===== config.mk =====
export PLATFORM = sky130hd
export DESIGN_NAME = flash_write
export DESIGN_NICKNAME = d
export VERILOG_FILES = /design/src/rtl/flash_write.sv
export SDC_FILE = /design/constraint.sdc
export NUM_CORES = 1
export LEC_CHECK = 0
export CAP_MARGIN = 20
export CORE_AREA = 8 8 140 142
export CTS_CLUSTER_DIAMETER = 120
export DETAILED_ROUTE_END_ITERATION = 6
export DIE_AREA = 0 0 148 150
export SETUP_SLACK_MARGIN = 0.2
export SLEW_MARGIN = 0
export SYNTH_ARGS = -nofsm -noshare
export SYNTH_HDL_FRONTEND = slang
export SYNTH_SLANG_ARGS = --single-unit

===== constraint.sdc =====
create_clock -name clock -period 3.95 [get_ports clock]
set_input_delay 1.185 -clock clock [delete_from_list [all_inputs] [get_ports clock]]
set_output_delay 1.185 -clock clock [all_outputs]
set_load 0.01 [all_outputs]

===== src/rtl/flash_write.sv =====
// SPI NOR flash programmer (mode 0): erases 4 KB sectors on first touch, programs
// 256-byte pages from a 16-bit word stream and polls WIP after every erase/program.
module flash_write #(
    parameter int          CS_HIGH_CYC = 4,
    parameter logic [23:0] POLL_MAX    = 24'd4000000
) (
    input  logic        clock,
    input  logic        flash_rst,
    input  logic        start,
    input  logic [23:0] base_addr,
    input  logic [15:0] word_count,
    input  logic [15:0] wr_data,
    input  logic        wr_valid,
    output logic        wr_ready,
    output logic        busy,
    output logic        done,
    output logic        error,
    output logic        flash_clk,
    output logic        flash_cs,
    output logic        flash_datain,
    input  logic        flash_dataout
);

    localparam logic [7:0] GAP = 8'(CS_HIGH_CYC - 1);

    typedef enum logic [2:0] {IDLE, WREN_E, ERASE, POLL, WREN_P, PROG_HDR, PROG_DATA, FINISH} state_t;
    typedef enum logic [1:0] {PH_LOAD, PH_SHIFT, PH_GAP} phase_t;

    state_t      state, nxt, ret;
    phase_t      ph;
    logic [31:0] tx;
    logic [5:0]  nbits;
    logic        rd;
    logic [23:0] addr;
    logic [15:0] remaining;
    logic [23:0] poll_cnt;
    logic [7:0]  gap_cnt;
    logic [31:0] cmd;
    logic [5:0]  cmd_bits;
    logic        unused_bits;

    assign unused_bits = ^base_addr[11:0];

    // Ready depends on valid so it is high only in the cycle a word is actually taken.
    assign wr_ready = (state == PROG_DATA) && (ph == PH_LOAD) && wr_valid;

    always_comb begin
        cmd      = '0;
        cmd_bits = '0;
        case (state)
            WREN_E, WREN_P: begin cmd = {8'h06, 24'h0};  cmd_bits = 6'd8;  end
            ERASE:          begin cmd = {8'h20, addr};   cmd_bits = 6'd32; end
            POLL:           begin cmd = {8'h05, 24'h0};  cmd_bits = 6'd8;  end
            PROG_HDR:       begin cmd = {8'h02, addr};   cmd_bits = 6'd32; end
            default: ;
        endcase
    end

    always_ff @(posedge clock) begin
        done <= 1'b0;
        if (flash_rst) begin
            state        <= IDLE;
            nxt          <= IDLE;
            ret          <= IDLE;
            ph           <= PH_LOAD;
            tx           <= '0;
            nbits        <= '0;
            rd           <= 1'b0;
            addr         <= '0;
            remaining    <= '0;
            poll_cnt     <= '0;
            gap_cnt      <= '0;
            busy         <= 1'b0;
            error        <= 1'b0;
            flash_cs     <= 1'b1;
            flash_clk    <= 1'b0;
            flash_datain <= 1'b1;
        end else begin
            case (ph)
                PH_GAP: begin
                    if (gap_cnt == 8'd0) begin
                        state <= nxt;
                        ph    <= PH_LOAD;
                    end else begin
                        gap_cnt <= gap_cnt - 8'd1;
                    end
                end
                PH_LOAD: begin
                    case (state)
                        IDLE: if (start) begin
                            if (word_count == 16'd0) begin
                                done <= 1'b1;
                            end else begin
                                addr      <= {base_addr[23:12], 12'h000};
                                remaining <= word_count;
                                busy      <= 1'b1;
                                error     <= 1'b0;
                                state     <= WREN_E;
                            end
                        end
                        PROG_DATA: if (wr_valid) begin
                            tx           <= {wr_data, 16'h0};
                            flash_datain <= wr_data[15];
                            nbits        <= 6'd16;
                            ph           <= PH_SHIFT;
                        end
                        FINISH: begin
                            flash_cs     <= 1'b1;
                            flash_datain <= 1'b1;
                            done         <= 1'b1;
                            busy         <= 1'b0;
                            state        <= IDLE;
                        end
                        default: begin
                            tx           <= cmd;
                            flash_datain <= cmd[31];
                            nbits        <= cmd_bits;
                            flash_cs     <= 1'b0;
                            rd           <= 1'b0;
                            poll_cnt     <= '0;
                            ph           <= PH_SHIFT;
                        end
                    endcase
                end
                default: begin
                    // Falling SCK edge: MISO is sampled and the next MOSI bit presented together.
                    if (!flash_clk) begin
                        flash_clk <= 1'b1;
                    end else begin
                        flash_clk    <= 1'b0;
                        tx           <= {tx[30:0], 1'b0};
                        flash_datain <= tx[30];
                        nbits        <= nbits - 6'd1;
                        if (nbits == 6'd1) begin
                            case (state)
                                WREN_E: begin
                                    flash_cs <= 1'b1; ph <= PH_GAP; gap_cnt <= GAP; nxt <= ERASE;
                                end
                                WREN_P: begin
                                    flash_cs <= 1'b1; ph <= PH_GAP; gap_cnt <= GAP; nxt <= PROG_HDR;
                                end
                                ERASE: begin
                                    flash_cs <= 1'b1; ph <= PH_GAP; gap_cnt <= GAP; nxt <= POLL;
                                    ret      <= WREN_P;
                                end
                                PROG_HDR: begin
                                    state <= PROG_DATA;
                                    ph    <= PH_LOAD;
                                end
                                PROG_DATA: begin
                                    addr      <= addr + 24'd2;
                                    remaining <= remaining - 16'd1;
                                    if (remaining == 16'd1 || addr[7:0] == 8'hFE) begin
                                        flash_cs <= 1'b1; ph <= PH_GAP; gap_cnt <= GAP; nxt <= POLL;
                                        if (remaining == 16'd1)          ret <= FINISH;
                                        else if (addr[11:0] == 12'hFFE)  ret <= WREN_E;
                                        else                             ret <= WREN_P;
                                    end else begin
                                        ph <= PH_LOAD;
                                    end
                                end
                                POLL: begin
                                    // flash_dataout here is bit0 (WIP) of the byte just received.
                                    if (!rd) begin
                                        rd           <= 1'b1;
                                        nbits        <= 6'd8;
                                        flash_datain <= 1'b0;
                                    end else if (!flash_dataout) begin
                                        flash_cs <= 1'b1; ph <= PH_GAP; gap_cnt <= GAP; nxt <= ret;
                                    end else if (poll_cnt == POLL_MAX - 24'd1) begin
                                        error    <= 1'b1;
                                        flash_cs <= 1'b1;
                                        state    <= FINISH;
                                        ph       <= PH_LOAD;
                                    end else begin
                                        poll_cnt     <= poll_cnt + 24'd1;
                                        nbits        <= 6'd8;
                                        flash_datain <= 1'b0;
                                    end
                                end
                                default: ;
                            endcase
                        end
                    end
                end
            endcase
        end
    end

endmodule


# Yosys cells after proc, flatten, opt, wreduce, memory -nomap -nowiden
# Cells that the tools add are included.
# W data, S select, Z words.
[classes]
div_mod_pow = 0
n_lt_le_gt_ge = 0
n_mul = 0
shift = 0
n_eq_ne = 42
n_reduce_logical = 47
addsub = 5
muxes = 114
n_bitwise = 3
[op_table]
columns = ["cell", "n"]
rows = [
  ["$mux W24", 13],
  ["$pmux W31 S2", 2],
  ["$pmux W30 S4", 1],
  ["$mux W16", 6],
  ["$pmux W24 S2", 2],
  ["$mux W31", 2],
  ["$mux W8", 6],
  ["$mux W3", 14],
  ["$mux W6", 7],
  ["$pmux W6 S2", 3],
  ["$pmux W16 S2", 1],
  ["$reduce_and A8 Y1", 4],
  ["$mux W1", 30],
  ["$ne A2 B2 Y1 const B", 13],
  ["$add A24 B1 Y24 const B", 1],
  ["$add A24 B2 Y24 const B", 1],
  ["$eq A24 B22 Y1 const B", 1],
  ["$pmux W3 S2", 4],
  ["$pmux W8 S3", 1],
  ["$reduce_bool A2 Y1", 11],
  ["$reduce_and A10 Y1", 2],
  ["$eq A16 B1 Y1 const B", 1],
  ["$logic_not A16 Y1", 1],
  ["$mux W2", 8],
  ["other kinds (38)", 76],
]
[totals]
romBits = 0
mem_count = 0
out_inout_bits = 7
ff_bits = 127
word_cells = 228
in_bits = 61
mem_bits_rw = 0
latchBits = 0

# Longest topological paths before layout
[logic_depth]
word_depth = 8
mapped_depth = 10
ltp_nobuf = 8

# Worst setup path after synthesis
# Ideal clock, no wire load.
[synth_timing]
kind = "input -> output"
from = "in wr_valid"
to = "out wr_ready"
path_buffers = 0
arrival_ps = 1523
path_slack_ps = 1242
cell_stages = 2
t_required_ps = 2765
path_cell_list = "inv_1 -> nor3_1"
[synth_via]
elab_chain_cells = 1
[synth_rtl]
columns = ["element", "line", "text"]
rows = [
  ["from (decl)", "13", "input logic wr_valid,"],
  ["$logic_and A1 B1 Y1", "45", "assign wr_ready = (state == PROG_DATA) && (ph == PH_LOAD) && wr_valid;"],
  ["to (decl)", "14", "output logic wr_ready,"],
]
# Every way passes these cells.

# Worst setup path after layout
# Same ends and word-level chain as after synthesis.

==> key figures <==
Run status
  • Status: finished, final reports clean

Route
  • Vias/cell: around 5.7
  • Pre-Repair DR Iteration Count: 5
  • 1st-iter DRT viols: 510
  • Final WL: approximately 19000 um
  • Wire per inst: 16.4 um
  • Residual DRC: 0
  • Vias after detailed routing: 6624
  • Final ANT Viol Nets: 0

Place
  • Port buffer count: 55
  • Placed wire-length estimate: between 10000 and 15000 um
  • GPL Wtd Cong: between 0.7 and 0.8

Yosys
  • Seq/Total Area, Yosys: 0.370
  • Largest area contributor in the netlist: dfxtp_1
  • Yosys reg bits: between 100 and 150
  • Avg Cell Area, Syn: 7.74 um2
  • Post-synth top cells: 126 x dfxtp_1, 126 x nor2_1, 84 x nand2_1
  • Synth cell types: 72
  • Top-area cell type share of the netlist area: 0.370
  • Synth Net Count: 950
  • Ranking of synthesized cells by area: dfxtp_1 37%, nor2_1 6.9%, nand2_1 4.6%
  • Syn Std Cell Area: 6820 um2
  • Asr flop ratio synth: 0
  • Synth warnings: 0
  • Top_reg_cell synth: dfxtp_1
  • Number of flops mapped to enable cells by yosys: 0
  • Cells after synthesis: slightly below 900

Clock network
  • Clk root buf: clkbuf_16
  • Hold buffers post-CTS: 0
  • CTS Buf Count: 17
  • Clock buffer depth: 2
  • CTS tree: done
  • Clk_lat worst skew: roughly 430 ps
  • Clock Pin Slew Worst Setup and Hold Paths: about 60 ps
  • Clock Sink Count: ~130
  • Htree depth: 4

Worst setup path
  • Max FO, Critical Path: 3
  • Worst Reg-to-Reg Cells: 7
  • Worst Path Arrival: 2450 ps
  • CP Cell Sequence: dlygate4sd2_1 -> inv_1 -> nor3_1 -> buf_4 -> clkdlybuf4s50_1
  • Critical Path Start Type: input pin
  • Crit Path Category: input pin to output pin
  • Slowest-stage cell, CP: clkdlybuf4s50_1
  • Buf+Inv Stages, Crit Path: 4
  • Critical Path RT: between 2000 and 3000 ps
  • RR Startpoint: remaining[2]
  • CP top delay family: buffers and inverters
  • Worst Setup End Kind: output pin
  • Worst reg2reg setup slack: 1210 ps
  • FF-to-FF End: gap_cnt[4]
  • CP max stage delay: approximately 530 ps

Pwr
  • Worst vdd ir: between 0.4 and 0.5 mV
  • Leak: between 2 and 3 nW
  • Pwr Density: roughly 700 nW/um2

Die
  • IO Pins: 68
  • Die area: 22200 um2
  • Core ar.: between 15000 and 20000 um2
  • Die Wd: ~150 um
  • Cell Rows: roughly 50
  • Die span in y: roughly 150 um
  • Initial Util: 0.389

STA
  • Worst-Margin Slew: around 900 ps
  • RSZ-0062 raised after global routing: false
  • Slew Limit Fails: 0
  • Worst clock skew: 13.3 ps
  • Endpoints failing hold: 0
  • Slew headroom: 0.400
  • Setup TNS: 0 ps
  • Final period util: 0.919
  • Min cycle time layout: ~3600 ps
  • # setup viols final: 0
  • Fmax: ~280 MHz
  • Hold WS: approximately 450 ps

Worst hold path
  • Hold WC Path Type: flop to flop
  • Hold path cells: 2
  • Worst hold start: tx[24]
  • Hold path endpoint: tx[24]

GRT
  • Vias in the first global route: 6163
  • Total grt overflow: 0
  • First-pass GRT wire length: 31400 um
  • Largest net degree at the start of global routing: 70
  • Initial antenna violation count: 0
  • Total GRT Usage: 0.172

Run
  • Max-cap violations: 0

Finish
  • Footprint of the multi-input gates: approximately 4000 um2
  • Area growth syn-to-layout: 20.4%
  • Fraction of layout cells with a size suffix above 1: 0.0788
  • Storage cell area: 2520 um2
  • # diodes: 0
  • NumNets Final: between 900 and 1000
  • Fillers: between 1500 and 2000
[worst max-delay path by stage]
stage | start | end | slack [ps] | cells after the start
6_report | wr_valid | wr_ready | 320 | 5
3_5_place_dp | wr_valid | wr_ready | 60 | 5
3_3_place_gp | wr_valid | wr_ready | 70 | 5
5_1_grt | wr_valid | wr_ready | 300 | 5
2_1_floorplan | wr_valid | wr_ready | 1240 | 2
4_1_cts | wr_valid | wr_ready | 320 | 5
[area by class of cell]
| class | instances | area share |
|---|---|---|
| Sequential cell | 126 | 0.307 |
| Clock buffer | 19 | 0.0552 |
| Multi-Input combinational cell | 671 | 0.486 |
| Timing Repair Buffer | 78 | 0.0889 |
| Inverter | 19 | 0.00869 |
| Clock inverter | 13 | 0.0191 |
| Tap cell | 229 | 0.0349 |
[stage by stage]
stage          setup WS, ps  total power [mW]  utilization  cells  instance area (um2)
3_3_place_gp           72.1              4.12        0.433   1123                 7600
2_1_floorplan          1240              3.48            -    881                 6820
6_report                319              5.72        0.468   1155                 8210
4_1_cts                 324              5.75        0.468   1155                 8210
3_5_place_dp           60.0              4.13        0.433   1123                 7600
5_1_grt                 296              6.13        0.468   1155                 8210
[layout by cell type (no fill, tap or decap), drive strengths merged, types with 5 or more instances in the layout]
cell type	instances
a211o	6
a211oi	23
a21oi	59
a221oi	29
a22oi	14
a31oi	11
and2	5
and3	18
buf	24
clkbuf	19
clkdlybuf4s50	53
clkinv	5
dfxtp	126
ha	8
inv	23
nand2	84
nand2b	8
nand3	18
nand4	19
nor2	126
nor2b	5
nor3	45
nor4	17
o211ai	5
o21ai	44
o31ai	10
or3	13
or4	6
xnor2	25
xor2	9
[sequential cells by signal, summed over array words and instances (netlist names), 2 cells and up]
register,count
ret,3
remaining,16
gap_cnt,8
ph,2
tx,31
state,3
poll_cnt,24
nbits,6
nxt,3
addr,23
[layer usage]
layer / GRT usage / wire, um / up-vias
li1: - / - / 3317
met5: 0 / 0 / -
met4: 0.0500 / 257 / 0
met3: 0.0378 / 847 / 22
met1: 0.227 / 8970 / 3128
met2: 0.278 / 8830 / 157
[repair_timing]
item                                    CTS  global route
endpoints found under the setup margin    1             0
resized for setup                         1             0
setup buffers                             0             0
[where the power goes]
group | switching, mW | total [mW] | internal [mW]
Clock | 0.626 | 1.60 | 0.977
Sequential | 0.209 | 1.74 | 1.54
Combinational | 1.49 | 2.37 | 0.879
Total | 2.32 | 5.72 | 3.39
[worst reg2reg max path: cells and delay by family, from the launching register on]
kind                   cells  cell delay [ps]
AND/OR/NAND/NOR            4             1540
AO/OA/AOI/OAI              2              500
flip-flops                 1              350
buffers and inverters      1              210
[cells by family after synthesis]
group,Yosys count,share of synthesized area
xor gates and xnor gates,34,0.0437
AOI/OAI and AO/OA,243,0.247
adders and majority gates,8,0.0147
buffers and inverters,84,0.0492
and+or+nand+nor,383,0.271
muxes,3,0.00441
DFF,126,0.370
(Power assumes the default switching activity.)
